<file path="src/rtl/char_rotator.sv">
// Four-slot character rotator driving four active-low 7-seg digits.
// Optional step counter output STEP enabled by defining CHAR_ROTATOR_STEPCNT_EN.

module char_rotator_seg (
  input  logic       clk,
  input  logic       rst,
  input  logic [1:0] code,
  output logic [6:0] hex
);
  always_ff @(posedge clk) begin
    if (rst) hex <= 7'b1111111;
    else begin
      case (code)
        2'b00:   hex <= 7'b0100001;  // d
        2'b01:   hex <= 7'b0000110;  // E
        2'b10:   hex <= 7'b1111001;  // 1
        default: hex <= 7'b1111111;  // blank
      endcase
    end
  end
endmodule

module char_rotator #(
  parameter int TICK_DIV = 50000000
) (
  input  logic       CLOCK_50,
  input  logic       RESET,
  input  logic [1:0] CHAR,
  input  logic       LOAD,
  input  logic       RUN,
  output logic       TICK,
  output logic [6:0] HEX0,
  output logic [6:0] HEX1,
  output logic [6:0] HEX2,
  output logic [6:0] HEX3
`ifdef CHAR_ROTATOR_STEPCNT_EN
  ,
  output logic [3:0] STEP
`endif
);
  localparam int CW = (TICK_DIV > 1) ? $clog2(TICK_DIV) : 1;
  localparam logic [CW-1:0] LAST = CW'(TICK_DIV - 1);
  localparam int NUM_LANES = 4;

  logic [NUM_LANES-1:0][1:0] slot;
  logic [NUM_LANES-1:0][6:0] hex;
  logic [CW-1:0]             cnt;
  logic                      load_q;
  logic                      first;
  logic [1:0]                vld_pipe;
  logic                      auto_step, man_step, step;

  assign auto_step = RUN && (cnt == LAST);
  // A LOAD held high across reset release is not an edge.
  assign man_step  = !RUN && LOAD && !load_q && !first;
  assign step      = auto_step || man_step;

  always_ff @(posedge CLOCK_50) begin
    if (RESET) begin
      slot     <= '1;
      cnt      <= '0;
      load_q   <= 1'b0;
      first    <= 1'b1;
      vld_pipe <= '0;
    end else begin
      load_q   <= LOAD;
      first    <= 1'b0;
      vld_pipe <= {vld_pipe[0], step};
      if (RUN) cnt <= auto_step ? '0 : cnt + 1'b1;
      if (step) slot <= {slot[2], slot[1], slot[0], (LOAD ? CHAR : slot[3])};
    end
  end

  // Slot update at edge N, TICK aligned with the display refresh at N+1.
  assign TICK = vld_pipe[1];

  genvar g;
  generate
    for (g = 0; g < NUM_LANES; g++) begin : g_lane
      char_rotator_seg u_seg (
        .clk  (CLOCK_50),
        .rst  (RESET),
        .code (slot[g]),
        .hex  (hex[g])
      );
    end
  endgenerate

  assign HEX0 = hex[0];
  assign HEX1 = hex[1];
  assign HEX2 = hex[2];
  assign HEX3 = hex[3];

`ifdef CHAR_ROTATOR_STEPCNT_EN
  logic [3:0] stepcnt;
  always_ff @(posedge CLOCK_50) begin
    if (RESET)            stepcnt <= '0;
    else if (vld_pipe[0]) stepcnt <= stepcnt + 1'b1;
  end
  assign STEP = stepcnt;
`endif
endmodule
</file>
<file path="config.mk">
export PLATFORM = sky130hd
export DESIGN_NAME = char_rotator
export DESIGN_NICKNAME = d
export VERILOG_FILES = /design/src/rtl/char_rotator.sv
export SDC_FILE = /design/constraint.sdc
export NUM_CORES = 1
export LEC_CHECK = 0
export BUFFER_PORTS_ARGS = -buffer_cell sky130_fd_sc_hd__clkbuf_2
export CORE_MARGIN = 2
export CORE_UTILIZATION = 55
export CTS_BUF_LIST = sky130_fd_sc_hd__clkbuf_16
export DETAILED_ROUTE_END_ITERATION = 6
export GPL_ROUTABILITY_DRIVEN = 0
export PLACE_DENSITY = 0.77
export SYNTH_ARGS = -nofsm -noshare
export SYNTH_HDL_FRONTEND = slang
export SYNTH_SLANG_ARGS = --single-unit
</file>
<file path="constraint.sdc">
create_clock -name CLOCK_50 -period 2.3 [get_ports CLOCK_50]
set_input_delay 0.575 -clock CLOCK_50 [delete_from_list [all_inputs] [get_ports CLOCK_50]]
set_output_delay 0.575 -clock CLOCK_50 [all_outputs]
set_load 0.02 [all_outputs]
</file>
==> Yosys cells after proc, flatten, opt, wreduce, memory -nomap -nowiden <==
Cells that the tools add are included.
{ "op_classes": {"n_addsub": 1, "n_eq_ne": 9, "n_mux": 7, "n_reduce_logical": 12} }
{ "ops": {"columns": ["operator", "n"], "rows": [
  ["$pmux W7 S3", 4],
  ["$add A26 B1 Y26 const B", 1],
  ["$eq A26 B26 Y1 const B", 1],
  ["$mux W26", 1],
  ["$eq A2 B1 Y1 const B", 4],
  ["$eq A2 B2 Y1 const B", 4],
  ["$logic_not A2 Y1", 4],
  ["$logic_and A1 B1 Y1", 4],
  ["$logic_not A1 Y1", 3],
  ["$mux W2", 1],
  ["$logic_or A1 B1 Y1", 1],
  ["$mux W1", 1]
]} }
{ "word_totals": {"register_bits": 66, "input_bits": 6, "out_inout_bits": 29, "word_cells": 41} }

==> Longest topological paths before layout <==
{ "logic_depth": {"word_depth": 5, "mapped_depth": 7} }

==> Hierarchy <==
From an unflattened synthesis, not the netlist that was laid out.
{ "unflattened": {"hier_cells": 233, "hier_area_um2": 2292.2} }
{ "modules_own_cells": {"columns": ["module", "n_inst", "cells_per_inst", "area_per_inst_um2", "seq_area_each_um2"], "rows": [
  ["char_rotator", 1, 193, 1846.8, 760.7],
  ["char_rotator_seg", 4, 10, 111.4, 60.1]
]} }

==> Worst setup path before layout <==
No wires, ideal clock.
{ "synth_timing": {"path_kind": "input to register", "startpoint": "in RUN", "endpoint": "reg slot[6] (netlist name)", "t_arrival_ns": 1.894, "slack_ns": 0.284, "path_stages": 7, "n_path_buf": 2, "cell_sequence": "buf_6 -> nand4_1 -> nor4_1 -> nand2_2 -> o41a_2 -> buf_6 -> mux2_4"} }
{ "synth_between": {"elab_chain_cells": 5, "word_cells_on_any_way": 6} }
{ "synth_rtl": {"columns": ["item", "line_no", "text"], "rows": [
  ["from (decl)", "30", "input logic RUN,"],
  ["$logic_not A1 Y1", "55", "assign man_step = !RUN && LOAD && !load_q && !first;"],
  ["$logic_and A1 B1 Y1 (3 in series)", "55", null],
  ["$logic_or A1 B1 Y1 *", "56", "assign step = auto_step || man_step;"],
  ["to (signal assigned)", "70", "if (step) slot <= {slot[2], slot[1], slot[0], (LOAD ? CHAR : slot[3])};"],
  ["to (decl)", "45", "logic [NUM_LANES-1:0][1:0] slot;"]
]} }
Every way passes the cells marked *; elsewhere a longest branch is shown, timed or not.
A chain may end at the register's enable or synchronous reset.

==> Final worst setup path <==
{ "layout_timing": {"startpoint": "reg cnt[7]", "endpoint": "reg slot[6] (netlist name)"} }
{ "layout_between": {"elab_chain_cells": 3} }
{ "layout_rtl": {"columns": ["item", "line_no", "text"], "rows": [
  ["from (decl)", "47", "logic [CW-1:0] cnt;"],
  ["from (signal assigned)", "69", "if (RUN) cnt <= auto_step ? '0 : cnt + 1'b1;"],
  ["$eq A26 B26 Y1", "53", "assign auto_step = RUN && (cnt == LAST);"],
  ["$logic_and A1 B1 Y1", "53", null],
  ["$logic_or A1 B1 Y1", "56", null]
]} }
No other way between the ends.

==> flow_summary.json <==
{
  "outcome": "finished clean",
  "netlist_instances": 226,
  "cts_resized": 0,
  "die_y_um": 65.7,
  "h-tree-depth": 2,
  "worstPathArrival_ps": 2270,
  "hold_class": "flip-flop to flip-flop",
  "tns_ps": 0,
  "worst_pin_slew_ps": 572,
  "grt.total_usage": 0.204,
  "synth-seq-cells": 50,
  "p_per_area_nw_per_um2": 743,
  "drt-initial-drc-count": 74,
  "diodes": 0,
  "ant_nets": 0,
  "ff2ff_path_depth": 5,
  "crit_type": "flip-flop to flip-flop",
  "synth.cell_area_um2": 2100,
  "fin_nets": 257,
  "power.total_w": 0.00176,
  "fin_crit_sh": 0.906,
  "async_reset_ff_frac": 0,
  "dp_hpwl_um": 2710,
  "routed_wl_um": 3850,
  "synth_fp_nets": 234,
  "crit_required_ps": 2480,
  "synth.avg_cell_area_um2": 9.27,
  "wl_per_cell_um": 12.9,
  "die-area_um2": 4320,
  "synth_ff_type": "dfxtp_1",
  "grt_pass1_vias": 1433,
  "via_count": 1567,
  "min_delay_path_depth": 1,
  "rows": 22,
  "layout-drive-gt1-share": 0.216,
  "antenna_found_initial": 0,
  "period_minus_slack_ps": 2080,
  "cts_tree": "done",
  "final_common_cell": "dfxtp_1",
  "rsz0062_at_grt": "false",
  "max_cap_violations": 0,
  "core_area_um2": 3660,
  "peakVddDrop_v": 0.000530,
  "gr-total-overflow": 0,
  "io_buffer_count": 34,
  "relSlewSlack": 0.616,
  "clock_sinks": 50,
  "critPathMaxFanout": 9,
  "chipWidth_um": 65.7,
  "fin_skew_ps": 8.10,
  "clock_latency_ps": 290,
  "ff2ff_setup_slack_ps": 220,
  "ios": 35,
  "fmax_mhz": 480,
  "ctsHoldBuffers": 0,
  "setup_violations": 0,
  "hold_viol_final": 0,
  "ys.warnings.count": 0,
  "synthDistinctLibCells": 38,
  "initial_core_util": 0.572,
  "drv_slew": 0,
  "cp-end-kind": "flip-flop",
  "cts_buffers": 5,
  "nFillCells": 304,
  "final_cell_mix": "dfxtp_1 (50), clkbuf_2 (34), nor2_1 (33)",
  "clkTransAtPathRegs_ps": 70,
  "postCtsSetupBuffers": 0,
  "dr.pass1.iters": 4,
  "root_buffer": "clkbuf_16",
  "ys_seq_area_frac": 0.478,
  "grt_pass1_wl_um": 6550,
  "start_kind": "flip-flop",
  "synth_edf_count": 0,
  "vias_per_cell": 5.26,
  "syn2layout_area_growth_pct": 13.3,
  "grt_max_degree": 22,
  "drc_errors": 0,
  "p_leak_nw": 0.944,
  "clockBufferDepth": 2
}
-- report_power, final --
group | internal [W] | switching (W) | leakage (nW)
Combinational | 0.0000189 | 0.0000291 | 0.455
Clock | 0.000518 | 0.000321 | 0.0844
Sequential | 0.000873 | 0.00000520 | 0.405
Total | 0.00141 | 0.000355 | 0.944
-- critical path: stages (launching register included) --
cell and delay, ps:
dfxtp_1 370, or4_1 560, nor4_2 350, nand2_2 120, o41a_2 240, mux2_4 330
-- state kept, by name, indices dropped and copies added, names as in the netlist --
name              count
cnt                  26
first                 1
g_lane.u_seg.hex     12
load_q                1
slot                  8
vld_pipe              2
-- layer usage --
metal  global-route usage  vias to the layer above  share of wire
met5                    0                        -              0
met4               0.0807                        0          0.015
met3               0.0685                        6          0.059
met2                0.321                       41           0.48
met1                0.258                      731           0.44
li1                     -                      789              -
-- worst paths after layout --
check                  startpoint                           endpoint
max           cnt[7]$_SDFFE_PP0P_               slot[6]$_SDFFE_PP1P_
min reg2reg  slot[4]$_SDFFE_PP1P_  g_lane[2].u_seg.hex[5]$_SDFF_PP1_
max reg2reg   cnt[7]$_SDFFE_PP0P_               slot[6]$_SDFFE_PP1P_
min          slot[4]$_SDFFE_PP1P_  g_lane[2].u_seg.hex[5]$_SDFF_PP1_
-- through the flow --
stage               worst slack [ps]  utilization  hold WS, ps  area (µm²)  cells
global placement                 271        0.601          378        2200    290
finish                           216        0.648          387        2370    298
CTS                              206        0.648          387        2370    298
global route                    94.8        0.648          423        2370    298
floorplan                        284            -          358        2100    226
detailed placement               213        0.601          374        2200    290
-- logic make-up after synthesis --
logic type               share of synthesized area
AND/OR/NAND/NOR                              0.254
flip-flops                                   0.478
buffers and inverters                       0.0961
XOR/XNOR                                    0.0878
AO/OA/AOI/OAI                               0.0322
multiplexers                                0.0406
adder cells (fa/ha/maj)                     0.0119
-- cell usage after synthesis (4+ instances only) --
library cell / count / area (µm²)
buf_4: 16 / 120
xor2_1: 14 / 123
nand2_1: 15 / 56.3
nand4_1: 7 / 43.8
a21oi_1: 4 / 20.0
nor2_1: 33 / 124
nor4_1: 5 / 31.3
xnor2_1: 7 / 61.3
dfxtp_1: 50 / 1000
inv_1: 9 / 33.8
mux2i_1: 7 / 70.1
nand3_1: 16 / 80.1
-- final cells by class --
cell class	instances	area, µm²	area share
clock buffer	5	125	0.0527
clock inverter	3	47.5	0.0200
inverter	9	33.8	0.0142
multi-input combinational	145	893	0.376
sequential	50	1000	0.422
tap	48	60.1	0.0253
timing repair buffer	38	213	0.0896
Power figures use the tool's default switching activity.
